**src/rtl/alu_issue_ctrl.sv**
```systemverilog
// alu_issue_ctrl: FIFO-buffered command issue stage for the 8-bit ALU; returns the sampled Y on a
// valid/ready result port. Define ALU_ISSUE_FLAGS_EN to register zero/negative result flags.
module alu_issue_ctrl #(
    parameter int DEPTH = 4
) (
    input  logic                       clk,
    input  logic                       rst,
    input  logic                       cmd_valid,
    output logic                       cmd_ready,
    input  logic [7:0]                 cmd_a,
    input  logic [7:0]                 cmd_b,
    input  logic [3:0]                 cmd_op,
    output logic [$clog2(DEPTH+1)-1:0] cmd_count,
    output logic [7:0]                 alu_a,
    output logic [7:0]                 alu_b,
    output logic [3:0]                 alu_op,
    output logic                       alu_trigger,
    input  logic [7:0]                 alu_y,
    output logic                       res_valid,
    input  logic                       res_ready,
    output logic [7:0]                 res_data,
    output logic                       res_err,
    output logic                       res_zero,
    output logic                       res_neg
);
    // state     | meaning
    // S_IDLE    | no command in flight; pops as soon as the FIFO is non-empty
    // S_SETUP   | operands stable on alu_a/b/op; illegal op diverts straight to S_RESP
    // S_FIRE    | alu_trigger high for this single cycle
    // S_CAPTURE | trigger low; Y sampled into res_data on exit
    // S_RESP    | res_valid high, result held until res_ready

    localparam int PW = (DEPTH > 1) ? $clog2(DEPTH) : 1;
    localparam int CW = $clog2(DEPTH + 1);
    localparam logic [CW-1:0] FULL_COUNT = CW'(DEPTH);

    typedef struct packed {
        logic [7:0] a;
        logic [7:0] b;
        logic [3:0] op;
    } cmd_t;

    typedef enum logic [2:0] {
        S_IDLE,
        S_SETUP,
        S_FIRE,
        S_CAPTURE,
        S_RESP
    } state_t;

    cmd_t          mem [DEPTH];
    logic [PW-1:0] wr_ptr;
    logic [PW-1:0] rd_ptr;
    logic [CW-1:0] count;
    state_t        state;
    logic          push;
    logic          pop;
    logic          fifo_empty;
    cmd_t          head;

    function automatic logic op_illegal(input logic [3:0] op);
        return op[3:1] == 3'b111;
    endfunction

    assign fifo_empty = (count == '0);
    assign cmd_ready  = (count != FULL_COUNT);
    assign cmd_count  = count;
    assign push       = cmd_valid && cmd_ready;
    assign head       = mem[rd_ptr];

    always_comb begin
        pop = 1'b0;
        if (!fifo_empty) begin
            if (state == S_IDLE) begin
                pop = 1'b1;
            end else if (state == S_RESP && res_ready) begin
                pop = 1'b1;
            end
        end
    end

    // Storage needs no reset: entries are only read behind a non-zero count.
    always_ff @(posedge clk) begin
        if (push) begin
            mem[wr_ptr] <= '{a: cmd_a, b: cmd_b, op: cmd_op};
        end
    end

    always_ff @(posedge clk or posedge rst) begin
        if (rst) begin
            wr_ptr <= '0;
            rd_ptr <= '0;
            count  <= '0;
        end else begin
            if (push) begin
                wr_ptr <= wr_ptr + PW'(1);
            end
            if (pop) begin
                rd_ptr <= rd_ptr + PW'(1);
            end
            case ({push, pop})
                2'b10:   count <= count + CW'(1);
                2'b01:   count <= count - CW'(1);
                default: count <= count;
            endcase
        end
    end

    always_ff @(posedge clk or posedge rst) begin
        if (rst) begin
            state       <= S_IDLE;
            alu_a       <= '0;
            alu_b       <= '0;
            alu_op      <= '0;
            alu_trigger <= 1'b0;
            res_valid   <= 1'b0;
            res_data    <= '0;
            res_err     <= 1'b0;
        end else begin
            alu_trigger <= 1'b0;
            case (state)
                S_IDLE: begin
                    if (pop) begin
                        alu_a  <= head.a;
                        alu_b  <= head.b;
                        alu_op <= head.op;
                        state  <= S_SETUP;
                    end
                end
                S_SETUP: begin
                    if (op_illegal(alu_op)) begin
                        res_data  <= '0;
                        res_err   <= 1'b1;
                        res_valid <= 1'b1;
                        state     <= S_RESP;
                    end else begin
                        alu_trigger <= 1'b1;
                        state       <= S_FIRE;
                    end
                end
                S_FIRE: begin
                    state <= S_CAPTURE;
                end
                S_CAPTURE: begin
                    res_data  <= alu_y;
                    res_err   <= 1'b0;
                    res_valid <= 1'b1;
                    state     <= S_RESP;
                end
                S_RESP: begin
                    if (res_ready) begin
                        if (pop) begin
                            alu_a  <= head.a;
                            alu_b  <= head.b;
                            alu_op <= head.op;
                            // An illegal follower is answered without leaving RESP.
                            if (op_illegal(head.op)) begin
                                res_data <= '0;
                                res_err  <= 1'b1;
                            end else begin
                                res_valid <= 1'b0;
                                state     <= S_SETUP;
                            end
                        end else begin
                            res_valid <= 1'b0;
                            state     <= S_IDLE;
                        end
                    end
                end
                default: begin
                    state <= S_IDLE;
                end
            endcase
        end
    end

`ifdef ALU_ISSUE_FLAGS_EN
    logic load_err;

    assign load_err = (state == S_SETUP && op_illegal(alu_op)) ||
                      (state == S_RESP && res_ready && pop && op_illegal(head.op));

    always_ff @(posedge clk or posedge rst) begin
        if (rst) begin
            res_zero <= 1'b0;
            res_neg  <= 1'b0;
        end else if (state == S_CAPTURE) begin
            res_zero <= (alu_y == 8'h00);
            res_neg  <= alu_y[7];
        end else if (load_err) begin
            res_zero <= 1'b0;
            res_neg  <= 1'b0;
        end
    end
`else
    assign res_zero = 1'b0;
    assign res_neg  = 1'b0;
`endif

endmodule

```
**config.mk**
```make
export PLATFORM = sky130hd
export DESIGN_NAME = alu_issue_ctrl
export DESIGN_NICKNAME = d
export VERILOG_FILES = /design/src/rtl/alu_issue_ctrl.sv
export SDC_FILE = /design/constraint.sdc
export NUM_CORES = 1
export LEC_CHECK = 0
export BUFFER_PORTS_ARGS = -buffer_cell sky130_fd_sc_hd__buf_2
export CORE_ASPECT_RATIO = 0.8
export CORE_MARGIN = 2
export CORE_UTILIZATION = 45
export CTS_CLUSTER_SIZE = 12
export DETAILED_ROUTE_END_ITERATION = 7
export GPL_TIMING_DRIVEN = 0
export PLACE_DENSITY = 0.7
export SLEW_MARGIN = 40
export SYNTH_ARGS = -nofsm -noshare
export SYNTH_HDL_FRONTEND = slang
export SYNTH_SLANG_ARGS = --single-unit
export TNS_END_PERCENT = 50
```
**constraint.sdc**
```tcl
create_clock -name clk -period 2.4 [get_ports clk]
set_input_delay 0.12 -clock clk [delete_from_list [all_inputs] [get_ports clk]]
set_output_delay 0.12 -clock clk [all_outputs]
set_load 0.05 [all_outputs]
```
* After elaboration in Yosys (flattened, before gate mapping)
Memories as Yosys holds them, arrays and structs flattened.
Cells that the tools add are included.
** Cells by class
- Add/sub/neg operators :: 4
- Multipliers :: 0
- Div/mod/pow operators :: 0
- $lt $le $gt $ge :: 0
- Equality and inequality tests :: 15
- Shifts and indexed selects :: 0
- Mux-type cells :: 37
- Bitwise operators :: 0
- Reductions and logical operators :: 11
** Operator list (number)
- 8-bit 2-to-1 mux :: 8
- 8-bit case mux with 2 select lines :: 2
- 8-bit case mux with 3 select lines :: 1
- 3-bit 2-to-1 mux :: 5
- 3-bit case mux with 5 select lines :: 1
- 1-bit 2-to-1 mux :: 14
- 3-bit equality test (second input constant) :: 3
- 4-bit 2-to-1 mux :: 2
- 2-bit != test (second input constant) :: 4
- 4-bit case mux with 2 select lines :: 1
- 3-bit by 2-bit equality test with 1-bit output (second input constant) :: 2
- 3-bit zero test :: 2
- 3-bit != test (second input constant) :: 2
- 1-bit case mux with 3 select lines :: 2
- 3-bit case mux with 2 select lines :: 1
- 5-bit AND reduction :: 1
- 2-bit by 1-bit adder with 2-bit output (second input constant) :: 2
- 4-bit AND reduction :: 1
- 2-bit nonzero test :: 2
- 3-bit by 1-bit adder with 3-bit output (second input constant) :: 1
- 3-bit by 1-bit equality test with 1-bit output (second input constant) :: 1
- 3-bit AND reduction :: 1
- 3-bit nonzero test :: 1
- 3-bit by 1-bit subtractor with 3-bit output (second input constant) :: 1
- other kinds (5) :: 6
** Word-level totals
- Register bits after elaboration :: 41
- Latch bits :: 0
- Memory bits (writable) :: 80
- Memory bits (read-only) :: 0
- Input bits :: 32
- Output and inout port bits :: 37
- Word-level logic and storage cells :: 79
- Memories :: 1
** Memories
- mem :: depth 4, width 20, read ports 1, clocked after Yosys merged registers in 0, write ports 1, RTL line 51 : cmd_t mem [DEPTH];

* Longest topological paths before layout
- Word-level depth :: 8
- Depth in mapped cells :: 10
- Mapped depth without buffers :: 10

* Least setup slack after synthesis
No wires, ideal clock.
- Kind :: register to register
- Start point :: register count[2] (netlist: cmd_count[2])
- End point :: register count[2] (netlist: cmd_count[2])
- Setup time :: 82 ps
- Arrival time :: 2640 ps
- Data required time :: 2318 ps
- Slack :: -322 ps
- Stages on the path, launching flop included :: 10
- Buffers on the path :: 0
- Period minus slack after synthesis :: 2722 ps
- Cell sequence :: dfrtp_1 > nand3_1 > and2_1 > inv_1 > ha_1 > inv_1 > fa_1 > xor2_1 > nor2_1 > xor2_1
** Between the ends
- Longest elaborated chain between the ends :: 4
- Elaborated cells on any way between the ends :: 10
- Those cells by class :: add/sub: 2; eq/ne: 3; mux: 2; reduce/logical: 3
** Ends and longest elaborated chain
- start: declaration :: RTL line 54 : logic [CW-1:0] count;
- start signal: assignment :: RTL line 102 : 2'b10: count <= count + CW'(1);
- start signal: assignment :: RTL line 103 : 2'b01: count <= count - CW'(1);
- start signal: assignment :: RTL line 104 : default: count <= count;
- 3-bit != test * :: RTL line 66 : assign cmd_ready = (count != FULL_COUNT);
- named net cmd_ready :: RTL line 9 : output logic cmd_ready,
- 1-bit logical AND * :: RTL line 68 : assign push = cmd_valid && cmd_ready;
- 2-bit by 1-bit equality test with 1-bit output or 2-bit equality test (tied branches) :: RTL line 101 : case ({push, pop})
- 3-bit case mux with 2 select lines or 2-bit nonzero test (tied branches)
Mark *: on every way through the listed nets, which the timed path passes. The rest lies on a longest branch.
A chain may end at the register's enable or synchronous reset.

* Worst setup path in the final report
- Start point :: register state[0]
- End point :: register count[2] (netlist: cmd_count[2])
** Between the ends
- Longest elaborated chain between the ends :: 7
- Elaborated cells on any way between the ends :: 10
- Those cells by class :: eq/ne: 3; mux: 4; reduce/logical: 3
** Ends and longest elaborated chain
- start: declaration :: RTL line 55 : state_t state;
- start signal: assignment :: RTL line 111 : state <= S_IDLE;
- start signal: assignment :: RTL line 127 : state <= S_SETUP;
- start signal: assignment :: RTL line 135 : state <= S_RESP;
- 3-bit equality test :: RTL line 76 : end else if (state == S_RESP && res_ready) begin
- 1-bit logical AND :: RTL line 76
- 1-bit 2-to-1 mux :: RTL line 76
- 1-bit 2-to-1 mux * :: RTL line 74 : if (state == S_IDLE) begin
- 1-bit 2-to-1 mux * :: RTL line 73 : if (!fifo_empty) begin
- named net pop :: RTL line 57 : logic pop;
- 2-bit by 1-bit equality test with 1-bit output or 2-bit equality test (tied branches) :: RTL line 101
- 3-bit case mux with 2 select lines or 2-bit nonzero test (tied branches)
Marked as above.

==> results.json <==
{
  "status": "complete, no violations",
  "p_per_area_nw_per_um2": 1510,
  "die_w_um": 119,
  "num_io_pins": 69,
  "setup_viol": 0,
  "gr-max-usage-layer": "met2",
  "areaGrowthSynthToFinish_pct": 30.3,
  "leakagePower_uw": 0.00245,
  "max_freq_mhz": 450,
  "r2r-end": "cmd_count[2]",
  "grt_first_pass_wirelength_um": 14600,
  "num_vias": 2656,
  "grt_pass1_vias": 2847,
  "fillers": 783,
  "syn_inst": 256,
  "maxSlewHeadroom": 0.583,
  "drc_errors": 0,
  "cts_sinks": 121,
  "multiInputGateArea_um2": 1250,
  "rows": 33,
  "cts_setup_buffers": 0,
  "grt_max_degree": 34,
  "overflow": 0,
  "clk_pin_slew_ns": 0.05,
  "hpwl_um": 5400,
  "htree_levels": 4,
  "cts-resized-gates": 0,
  "cts_tree": "done",
  "vias_per_cell": 5.06,
  "setup_ws_ns": 0.175,
  "drt_first_pass_iters": 4,
  "portBuffers": 66,
  "place_congestion": 0.740,
  "ys_dominant_reg_cell": "edfxtp_1",
  "drt_iter0_drc": 211,
  "synthSimpleGateAreaFrac": 0.0345,
  "final_common_cell": "edfxtp_1",
  "syn_avg_cell_area_um2": 18.7,
  "layout.nets": 410,
  "synth_mux_area_frac": 0.153,
  "worstSetupPathType": "flip-flop to flip-flop",
  "synth_compound_area_frac": 0.0395,
  "min_to": "state[0]",
  "timing.setup.tns_ns": 0,
  "yosysSeqAreaShare": 0.716,
  "finalClockSkew_ns": 0.0111,
  "required_ns": 2.73,
  "grt_use_met2": 0.288,
  "regArea_um2": 3430,
  "synthAdderAreaFrac": 0.0172,
  "final-hold-violation-count": 0,
  "avgRoutedWirePerCell_um": 17.4,
  "cts_root_buf": "clkbuf_16",
  "critPathCaptureType": "flip-flop",
  "slew_violations": 0,
  "die_area_um2": 11500,
  "rr_startpoint": "state[0]",
  "ys_ff_latch": 121,
  "reg2reg_depth": 10,
  "start_util": 0.464,
  "hold_class": "input port to flip-flop",
  "async_reset_ff_frac": 0.339,
  "synthXorXnorAreaFrac": 0.0110,
  "rrSetupSlack_ns": 0.18,
  "grt_use_total": 0.177,
  "worstHoldPathCells": 3,
  "core_area_um2": 10300,
  "ys_warn_count": 0,
  "syn_area_um2": 4790,
  "tightest_slew_ns": 0.623,
  "grt_util_met3": 0.0746,
  "drtAntennaViolNets": 0,
  "cts-buffers-inserted": 17,
  "final_cell_mix": "80 x edfxtp_1, 68 x buf_2, 41 x dfrtp_1",
  "diodes": 0,
  "cp_max_fo": 10,
  "met1_usage": 0.217,
  "ys_types": 40,
  "die_h_um": 96.3,
  "grt_setup_unrepaired": "false",
  "finalWirelength_um": 9150,
  "drive_gt1_frac": 0.408,
  "worstSkewPairLatency_ns": 0.41,
  "dp_worst_setup_slack_ns": 0.181,
  "ir_drop_mv": 1.22,
  "hp-start": "res_ready",
  "cp.arrival_ns": 2.56,
  "clockBufferDepth": 2,
  "synth_top_family_by_area": "multiplexers",
  "period_needed_ns": 2.22,
  "antenna_found_initial": 0,
  "period_share": 0.927,
  "worstSetupStartpointType": "flip-flop",
  "drv_cap": 0,
  "synth-edff-count": 80
}
==> cells by family (layout without fill, tap and decap cells) <==
logic type / after synthesis / count (layout)
buf+inv: 22 / 150
fa+ha+maj: 6 / 6
other cells: 1 / 2
simple gates: 31 / 31
mux: 42 / 42
flops: 121 / 121
compound gates: 27 / 27
xor+xnor: 6 / 6
==> worst max-delay path by stage <==
stage                 startpoint      endpoint  slack [ns]  cells past startpoint
finish                  state[0]  cmd_count[2]        0.18                     10
global route            state[0]  cmd_count[2]       0.002                     10
CTS                     state[0]  cmd_count[2]        0.17                     10
detailed placement      state[0]  cmd_count[2]        0.18                     10
global placement        state[0]  cmd_count[2]        0.24                     10
floorplan           cmd_count[2]  cmd_count[2]        0.03                     10
==> per-stage QoR <==
stage	util	hold WS, ns	power, uW	cells	instance area [um^2]
after floorplan	-	0.219	6050	257	4800
after global placement	0.514	0.331	6790	463	5310
after detailed placement	0.517	0.0222	6880	464	5340
after CTS	0.604	0.0432	9500	525	6240
after global routing	0.604	0.0668	9880	525	6240
final	0.604	0.0542	9420	525	6240
==> per-layer routing <==
layer  part of all wire  wire length [um]
met5                  0                 0
met4             0.0067                61
met3              0.065               595
met2               0.49              4440
met1               0.44              4050
==> flip-flops by register name, indices dropped and copies added, names as in the netlist <==
| signal | cells |
|---|---|
| alu_b | 8 |
| cmd_count | 3 |
| res_data | 8 |
| alu_trigger | 1 |
| alu_op | 4 |
| alu_a | 8 |
| res_valid | 1 |
| state | 3 |
| wr_ptr | 2 |
| res_err | 1 |
| rd_ptr | 2 |
| mem | 80 |
==> worst max-delay path, stage by stage, from the launching register on <==
cell	delay [ns]
dfrtp_1	0.45
nor2_1	0.18
and3_1	0.19
buf_6	0.13
buf_6	0.16
ha_1	0.19
inv_1	0.06
fa_1	0.37
xor2_1	0.15
nor2_1	0.11
xor2_1	0.16
==> cell type report <==
type | count | share of cell area
buffer | 11 | 0.0148
clock buffer | 24 | 0.0804
clock inverter | 8 | 0.0173
inverter | 11 | 0.00702
multi-input combinational | 114 | 0.200
sequential | 121 | 0.550
tap | 140 | 0.0281
timing repair buffer | 96 | 0.103
==> repair_timing <==
item                                    CTS  global route
endpoints found under the setup margin    0             0
endpoints found under the hold margin   129             0
hold buffers                             29             0
==> where the power goes <==
part / switching (uW) / total (uW) / internal [uW] / leakage (uW)
sequential: 343 / 3250 / 2910 / 0.00122
clock: 885 / 2560 / 1670 / 0.000286
combinational: 2220 / 3620 / 1400 / 0.000947
==> synthesized netlist by cell type, drive strengths merged, types with 2 or more instances <==
library cell,number,area [um^2]
a22oi,8,60.1
o21ai,9,45.0
and2,2,12.5
inv,11,41.3
and3,5,31.3
mux2,20,263
mux2i,2,20.0
nand2b,2,12.5
dfrtp,41,1030
buf,10,88.8
ha,5,62.6
xor2,3,26.3
nor2,6,25.0
xnor2,3,26.3
mux4,20,450
nand2,11,41.3
edfxtp,80,2400
No activity file was read; power rests on OpenSTA's default activity.
